**config.mk**
```make
export PLATFORM = sky130hd
export DESIGN_NAME = fft_radix2_dit_flat
export DESIGN_NICKNAME = d
export VERILOG_FILES = /design/src/rtl/fft_radix2_dit_if.sv /design/src/rtl/fft_radix2_dit.sv /design/src/flat_wrapper.sv
export SDC_FILE = /design/constraint.sdc
export NUM_CORES = 2
export LEC_CHECK = 0
export CAP_MARGIN = 20
export CORE_MARGIN = 5
export CORE_UTILIZATION = 60
export CTS_CLUSTER_DIAMETER = 50
export DETAILED_ROUTE_END_ITERATION = 7
export PLACE_DENSITY = 0.78
export SYNTH_ARGS = -nofsm -noshare
export SYNTH_HDL_FRONTEND = slang
export SYNTH_SLANG_ARGS = --single-unit
```
**constraint.sdc**
```tcl
create_clock -name clk_i -period 12.5 [get_ports clk_i]
set_input_delay 1.875 -clock clk_i [delete_from_list [all_inputs] [get_ports clk_i]]
set_output_delay 1.875 -clock clk_i [all_outputs]
set_load 0.01 [all_outputs]
```
**src/rtl/fft_radix2_dit_if.sv**
```systemverilog
// Handshake and data bundle for the radix-2 DIT butterfly; slave is the butterfly side.
interface fft_radix2_dit_if #(
  parameter int WIDTH = 16
);
  logic                    valid_i;
  logic                    ready_o;
  logic                    inverse_i;
  logic signed [WIDTH-1:0] x1_real_i;
  logic signed [WIDTH-1:0] x1_imag_i;
  logic signed [WIDTH-1:0] x2_real_i;
  logic signed [WIDTH-1:0] x2_imag_i;
  logic signed [WIDTH-1:0] w_real_i;
  logic signed [WIDTH-1:0] w_imag_i;
  logic                    valid_o;
  logic                    ready_i;
  logic signed [WIDTH:0]   X1_real_o;
  logic signed [WIDTH:0]   X1_imag_o;
  logic signed [WIDTH:0]   X2_real_o;
  logic signed [WIDTH:0]   X2_imag_o;
  logic                    ovf_clr_i;
  logic [3:0]              overflow_o;

  modport slave (
    input  valid_i, inverse_i, x1_real_i, x1_imag_i, x2_real_i, x2_imag_i,
           w_real_i, w_imag_i, ready_i, ovf_clr_i,
    output ready_o, valid_o, X1_real_o, X1_imag_o, X2_real_o, X2_imag_o, overflow_o
  );

  modport master (
    output valid_i, inverse_i, x1_real_i, x1_imag_i, x2_real_i, x2_imag_i,
           w_real_i, w_imag_i, ready_i, ovf_clr_i,
    input  ready_o, valid_o, X1_real_o, X1_imag_o, X2_real_o, X2_imag_o, overflow_o
  );
endinterface

```
**src/rtl/fft_radix2_dit.sv**
```systemverilog
// Radix-2 DIT butterfly: X1 = x1 + x2*W, X2 = x1 - x2*W, 4-stage pipeline with
// global stall under output backpressure, optional 1/2 scaling and sticky saturation flags.
module fft_radix2_dit #(
  parameter int WIDTH    = 16,
  parameter int WN_WIDTH = 10,
  parameter int SCALE    = 0
) (
  input logic             clk_i,
  input logic             rst_n_i,
  fft_radix2_dit_if.slave bus
);
  localparam int PW = 2 * WIDTH;
  localparam int SW = 2 * WIDTH + 1;
  localparam int RW = WIDTH + 2;
  localparam int AW = WIDTH + 3;
  localparam int OW = WIDTH + 1;

  localparam logic signed [SW-1:0]    RND  = SW'(2 ** (WN_WIDTH - 1));
  localparam logic signed [AW-1:0]    MAXV = AW'((2 ** WIDTH) - 1);
  localparam logic signed [AW-1:0]    MINV = AW'(-(2 ** WIDTH));
  localparam logic signed [WIDTH-1:0] MINW = {1'b1, {(WIDTH-1){1'b0}}};
  localparam logic signed [WIDTH-1:0] MAXW = {1'b0, {(WIDTH-1){1'b1}}};

  logic ce;
  logic v1, v2, v3, valid_q;

  logic signed [WIDTH-1:0] x1r1, x1i1, x1r2, x1i2, x1r3, x1i3;
  logic signed [WIDTH-1:0] x2r1, x2i1, wr1, wi1;
  logic signed [WIDTH-1:0] wi_in;
  logic signed [PW-1:0]    p_rr2, p_ii2, p_ri2, p_ir2;
  logic signed [SW-1:0]    pr_full, pi_full, pr_sh, pi_sh;
  logic signed [RW-1:0]    pr3, pi3;
  logic signed [AW-1:0]    s_c [4];
  logic signed [AW-1:0]    t_c;
  logic signed [OW-1:0]    o_c [4];
  logic [3:0]              f_c;
  logic signed [OW-1:0]    out_q [4];
  logic [3:0]              ovf_q;

  assign ce          = !valid_q | bus.ready_i;
  assign bus.ready_o = ce;

  // Conjugation for the inverse path; the most negative imag part saturates instead of wrapping.
  always_comb begin
    wi_in = bus.w_imag_i;
    if (bus.inverse_i) begin
      wi_in = (bus.w_imag_i == MINW) ? MAXW : -bus.w_imag_i;
    end
  end

  always_comb begin
    pr_full = SW'(p_rr2) - SW'(p_ii2);
    pi_full = SW'(p_ri2) + SW'(p_ir2);
    pr_sh   = (pr_full + RND) >>> WN_WIDTH;
    pi_sh   = (pi_full + RND) >>> WN_WIDTH;
  end

  always_comb begin
    s_c[0] = AW'(x1r3) + AW'(pr3);
    s_c[1] = AW'(x1i3) + AW'(pi3);
    s_c[2] = AW'(x1r3) - AW'(pr3);
    s_c[3] = AW'(x1i3) - AW'(pi3);
    f_c    = '0;
    t_c    = '0;
    for (int unsigned k = 0; k < 4; k++) begin
      t_c = s_c[k];
      if (SCALE != 0) begin
        t_c = (t_c + AW'(1)) >>> 1;
      end
      if (t_c > MAXV) begin
        t_c    = MAXV;
        f_c[k] = 1'b1;
      end else if (t_c < MINV) begin
        t_c    = MINV;
        f_c[k] = 1'b1;
      end
      o_c[k] = t_c[OW-1:0];
    end
  end

  always_ff @(posedge clk_i) begin
    if (!rst_n_i) begin
      v1      <= 1'b0;
      v2      <= 1'b0;
      v3      <= 1'b0;
      valid_q <= 1'b0;
      x1r1    <= '0;
      x1i1    <= '0;
      x1r2    <= '0;
      x1i2    <= '0;
      x1r3    <= '0;
      x1i3    <= '0;
      x2r1    <= '0;
      x2i1    <= '0;
      wr1     <= '0;
      wi1     <= '0;
      p_rr2   <= '0;
      p_ii2   <= '0;
      p_ri2   <= '0;
      p_ir2   <= '0;
      pr3     <= '0;
      pi3     <= '0;
      for (int unsigned k = 0; k < 4; k++) out_q[k] <= '0;
      ovf_q   <= '0;
    end else begin
      if (ce) begin
        v1      <= bus.valid_i;
        v2      <= v1;
        v3      <= v2;
        valid_q <= v3;
        x1r1    <= bus.x1_real_i;
        x1i1    <= bus.x1_imag_i;
        x2r1    <= bus.x2_real_i;
        x2i1    <= bus.x2_imag_i;
        wr1     <= bus.w_real_i;
        wi1     <= wi_in;
        x1r2    <= x1r1;
        x1i2    <= x1i1;
        p_rr2   <= PW'(x2r1) * PW'(wr1);
        p_ii2   <= PW'(x2i1) * PW'(wi1);
        p_ri2   <= PW'(x2r1) * PW'(wi1);
        p_ir2   <= PW'(x2i1) * PW'(wr1);
        x1r3    <= x1r2;
        x1i3    <= x1i2;
        pr3     <= pr_sh[RW-1:0];
        pi3     <= pi_sh[RW-1:0];
        if (v3) begin
          for (int unsigned k = 0; k < 4; k++) out_q[k] <= o_c[k];
        end
      end
      // Clear first so a flag raised in the same cycle survives.
      ovf_q <= (ovf_q & ~{4{bus.ovf_clr_i}}) | ((ce && v3) ? f_c : 4'b0);
    end
  end

  assign bus.valid_o    = valid_q;
  assign bus.X1_real_o  = out_q[0];
  assign bus.X1_imag_o  = out_q[1];
  assign bus.X2_real_o  = out_q[2];
  assign bus.X2_imag_o  = out_q[3];
  assign bus.overflow_o = ovf_q;
endmodule

```
**src/flat_wrapper.sv**
```systemverilog
// flat-port wrapper written by rule: the top's interface ports become plain ports
module fft_radix2_dit_flat 
#(
  parameter int WIDTH    = 16,
  parameter int WN_WIDTH = 10,
  parameter int SCALE    = 0
)
  (clk_i, rst_n_i, bus_valid_i, bus_inverse_i, bus_x1_real_i, bus_x1_imag_i, bus_x2_real_i, bus_x2_imag_i, bus_w_real_i, bus_w_imag_i, bus_ready_i, bus_ovf_clr_i, bus_ready_o, bus_valid_o, bus_X1_real_o, bus_X1_imag_o, bus_X2_real_o, bus_X2_imag_o, bus_overflow_o);
  fft_radix2_dit_if #(.WIDTH(WIDTH)) bus_i ();
  input logic clk_i;
  input logic rst_n_i;
  input wire logic [$bits(bus_i.valid_i)-1:0] bus_valid_i;
  input wire logic [$bits(bus_i.inverse_i)-1:0] bus_inverse_i;
  input wire logic [$bits(bus_i.x1_real_i)-1:0] bus_x1_real_i;
  input wire logic [$bits(bus_i.x1_imag_i)-1:0] bus_x1_imag_i;
  input wire logic [$bits(bus_i.x2_real_i)-1:0] bus_x2_real_i;
  input wire logic [$bits(bus_i.x2_imag_i)-1:0] bus_x2_imag_i;
  input wire logic [$bits(bus_i.w_real_i)-1:0] bus_w_real_i;
  input wire logic [$bits(bus_i.w_imag_i)-1:0] bus_w_imag_i;
  input wire logic [$bits(bus_i.ready_i)-1:0] bus_ready_i;
  input wire logic [$bits(bus_i.ovf_clr_i)-1:0] bus_ovf_clr_i;
  output wire logic [$bits(bus_i.ready_o)-1:0] bus_ready_o;
  output wire logic [$bits(bus_i.valid_o)-1:0] bus_valid_o;
  output wire logic [$bits(bus_i.X1_real_o)-1:0] bus_X1_real_o;
  output wire logic [$bits(bus_i.X1_imag_o)-1:0] bus_X1_imag_o;
  output wire logic [$bits(bus_i.X2_real_o)-1:0] bus_X2_real_o;
  output wire logic [$bits(bus_i.X2_imag_o)-1:0] bus_X2_imag_o;
  output wire logic [$bits(bus_i.overflow_o)-1:0] bus_overflow_o;
  assign bus_i.valid_i = bus_valid_i;
  assign bus_i.inverse_i = bus_inverse_i;
  assign bus_i.x1_real_i = bus_x1_real_i;
  assign bus_i.x1_imag_i = bus_x1_imag_i;
  assign bus_i.x2_real_i = bus_x2_real_i;
  assign bus_i.x2_imag_i = bus_x2_imag_i;
  assign bus_i.w_real_i = bus_w_real_i;
  assign bus_i.w_imag_i = bus_w_imag_i;
  assign bus_i.ready_i = bus_ready_i;
  assign bus_i.ovf_clr_i = bus_ovf_clr_i;
  assign bus_ready_o = bus_i.ready_o;
  assign bus_valid_o = bus_i.valid_o;
  assign bus_X1_real_o = bus_i.X1_real_o;
  assign bus_X1_imag_o = bus_i.X1_imag_o;
  assign bus_X2_real_o = bus_i.X2_real_o;
  assign bus_X2_imag_o = bus_i.X2_imag_o;
  assign bus_overflow_o = bus_i.overflow_o;
  fft_radix2_dit #(.WIDTH(WIDTH), .WN_WIDTH(WN_WIDTH), .SCALE(SCALE)) u_core (.clk_i(clk_i), .rst_n_i(rst_n_i), .bus(bus_i));
endmodule
```
==> summary.md <==
| Metric | Value |
|---|---|
| Largest net degree at the start of global routing | approximately 150 |
| CP required | 13.04 ns |
| PD cells | 146 nW/um^2 |
| Via density | 5.62 |
| Worst setup SP type | flip-flop |
| Synth top area cells | fa_1, dfxtp_1, ha_1 |
| Fraction of layout cells with a size suffix above 1 | 0.0349 |
| Peak supply drop | 0.000153 V |
| Setup TNS | 0 ns |
| Outcome | completed |
| Starting Density | 0.603 |
| Setup Skew | 0.0718 ns |
| Root buf cell | clkbuf_16 |
| Most common cell in the netlist | inv_1 |
| P_int | 4.68 mW |
| Die height | 313 um |
| Hold slack | 0.449 ns |
| Mapped Nets | 7,883 |
| Core area | 91,400 sq um |
| WS Path Type | flip-flop to flip-flop |
| Clock Power Share | 0.204 |
| CP Max Fanout | 17 |
| Ys async rst share | 0 |
| CP Capture Type | flip-flop |
| PostCTS Resize Cnt | 0 |
| Site row count | between 100 and 150 |
| Min-delay worst type | flip-flop to flip-flop |
| Met3 GRT Util | 0.0553 |
| Global routing's busiest layer | met2 |
| Syn Area/Cell | about 8.6 sq um |
| Filler cell count | 7,486 |
| Post-synth top flop | dfxtp_1 |
| H-tree levels | 2 |
| Port Buf Inserts | 175 |
| First-pass GRT wire length | 236 mm |
| Ports | 176 |
| Tot Pwr | 8.75 mW |
| CTS max path bufs | 3 |
| Vias | 42,800 |
| Drt wl/cell | 18.9 um |
| Die Width | 313 um |
| Max frequency | 137 MHz |
| Slew @ Worst Pin | 1.13 ns |
| Final weighted congestion of routability-driven global placement | 0.924 |
| Detailed Route WL | 144 mm |
| Synth Area in Compound Gates | 0.0932 |
| Synthesized area | 55,100 sq um |
| Top cell type's share of synthesized area | 0.334 |
| Ys Warns | 0 |
| Post-Synth Simple-Gate Area | 0.161 |
| Grt met2 use | 0.498 |
| # nets final | 7,878 |
| Post-synthesis adder-cell area fraction | 0.444 |
| P&R area growth vs syn | 8.74% |
| # DRC | 0 |
| Final Cycle Share | 0.586 |
| Setup violators final | 0 |
| R2r setup slk | 5.18 ns |
| Grt total ovfl | 0 |
| CTS buffer count | 60 |
| Initial antenna violation count | 5 |
| Hold-fix buffer count after cts | 0 |
| Pleak | 29.3 nW |
| Final instance area | around 60,000 sq um |
| Worst-path clk slew | 0.06 ns |
| CTS tree | yes |
| Grt met1 use | 0.385 |
| Post-synthesis mux area share | 0.000909 |
| Routed Antenna Nets | 0 |
| Main combinational cell family by area after synthesis | adder cells |
| Hold Vio Cnt, Final | 0 |
| Commonest cells in the netlist | inv_1, nand2_1, fa_1 |
| Post-CTS Setup Bufs | 0 |
| Net switching power | 4.07 mW |
| RSZ-0062 raised after global routing | no |
| First DRT Iteration DRCs | about 3,400 |
| Vias in the first global route | 45,700 |
| Worst rel slew slack | 0.248 |
| Core Util, Final | 0.655 |
| Arrival time worst endpoint | between 7 and 8 ns |
| Comb pwr share | 0.604 |
| Cell count after synthesis | 6,378 |
| Total GRT Usage | 0.299 |
| HPWL Detailed | around 110 mm |
| Number of synthesized flops with an enable pin | 68 |
| Yosys reg bits | around 380 |
| Switching Fraction | 0.465 |
| Die area | roughly 100,000 sq um |
| Max-Cap Viols | 0 |
| Register area share after synthesis | 0.152 |
| CTS sink count | 384 |
| Period minus WS final | 7.32 ns |
| Post-DP Area | 57,700 sq um |
| Worst skew pair latency | 0.70 ns |
| Seq pwr share | 0.192 |
| Pre-antenna DRT Iters | 6 |
| Final Max Slew Viols | 0 |
| Synth unique cells | 86 |
| Xor/xnor share of the synthesized area | 0.0421 |
| Largest area contributor in the netlist | fa_1 |
worst max-delay path, stage by stage, from the launching register on:
cell	delay, ns
dfxtp_1	0.82
buf_4	0.36
nand2_1	0.12
fa_1	0.55
fa_1	0.51
fa_1	0.51
inv_1	0.06
fa_1	0.49
fa_1	0.49
inv_1	0.05
fa_1	0.47
inv_1	0.04
ha_1	0.34
and3_1	0.23
a221oi_1	0.33
a21oi_1	0.12
a211oi_1	0.58
o211ai_1	0.30
a21o_1	0.24
a21oi_1	0.20
o21ai_0	0.15
xnor2_1	0.14
o21ai_0	0.08
cell usage in the layout (no fill, tap or decap), drive strengths merged, types with 46 or more instances in the layout:
| cell type | instances |
|---|---|
| nand2b | 46 |
| o21ai | 171 |
| edfxtp | 68 |
| xor2 | 76 |
| inv | 1248 |
| nor2 | 195 |
| and2 | 478 |
| dfxtp | 316 |
| xnor2 | 189 |
| buf | 81 |
| a21o | 74 |
| fa | 920 |
| clkdlybuf4s50 | 175 |
| nand2 | 1038 |
| clkbuf | 76 |
| a21oi | 391 |
| ha | 483 |
power groups by stage:
stage	clock network, mW	logic [mW]	registers [mW]
after global placement	0	5.00	1.69
after CTS	1.81	5.22	1.68
after floorplan	0	3.76	1.60
final	1.78	5.29	1.68
after detailed placement	0	5.17	1.70
after global routing	1.85	5.91	1.70
flip-flops by register name, indices dropped and copies added (netlist names), 18 cells and up:
| name | flops |
|---|---|
| u_core.out_q | 68 |
| u_core.p_ii2 | 28 |
| u_core.p_ir2 | 28 |
| u_core.p_ri2 | 28 |
| u_core.p_rr2 | 28 |
| u_core.pi3 | 18 |
| u_core.pr3 | 18 |
area by class of cell:
| cell class | instances | area [sq um] | area share |
|---|---|---|---|
| Clock buffer | 76 | 1700 | 0.0283 |
| Timing Repair Buffer | 256 | 2400 | 0.0400 |
| Clock inverter | 38 | 447 | 0.00746 |
| Sequential cell | 384 | 8370 | 0.140 |
| Antenna cell | 1 | 2.50 | 0.0000418 |
| Multi-Input combinational cell | 4439 | 40900 | 0.682 |
| Tap cell | 1186 | 1480 | 0.0248 |
| Inverter | 1232 | 4640 | 0.0775 |
logic make-up after synthesis:
family	after synthesis
AOI/OAI and AO/OA	847
xor gates and xnor gates	265
adders and majority gates	1403
buffers and inverters	1555
DFF	384
muxes	5
and+or+nand+nor	1919
through the flow:
stage | instances | setup slack [ns]
2_1_floorplan | 6378 | 6.43
3_3_place_gp | 7494 | 5.45
3_5_place_dp | 7494 | 5.25
4_1_cts | 7608 | 5.25
5_1_grt | 7611 | 4.89
6_report | 7612 | 5.18
routing by layer:
metal	vias to the layer above	routed length [um]
met4	6	7610
met5	-	36
met1	21100	56700
met3	386	12400
met2	1859	67200
li1	19500	-
path summary, 6_finish.rpt:
check,from,endpoint,depth (start not counted)
max,u_core.x2r1[11],u_core.p_ri2[26],22
max reg2reg,u_core.x2r1[11],u_core.p_ri2[26],22
min,u_core.x2i1[10],u_core.x2i1[10],2
min reg2reg,u_core.x2i1[10],u_core.x2i1[10],2
No activity file was read; power rests on OpenSTA's default activity.
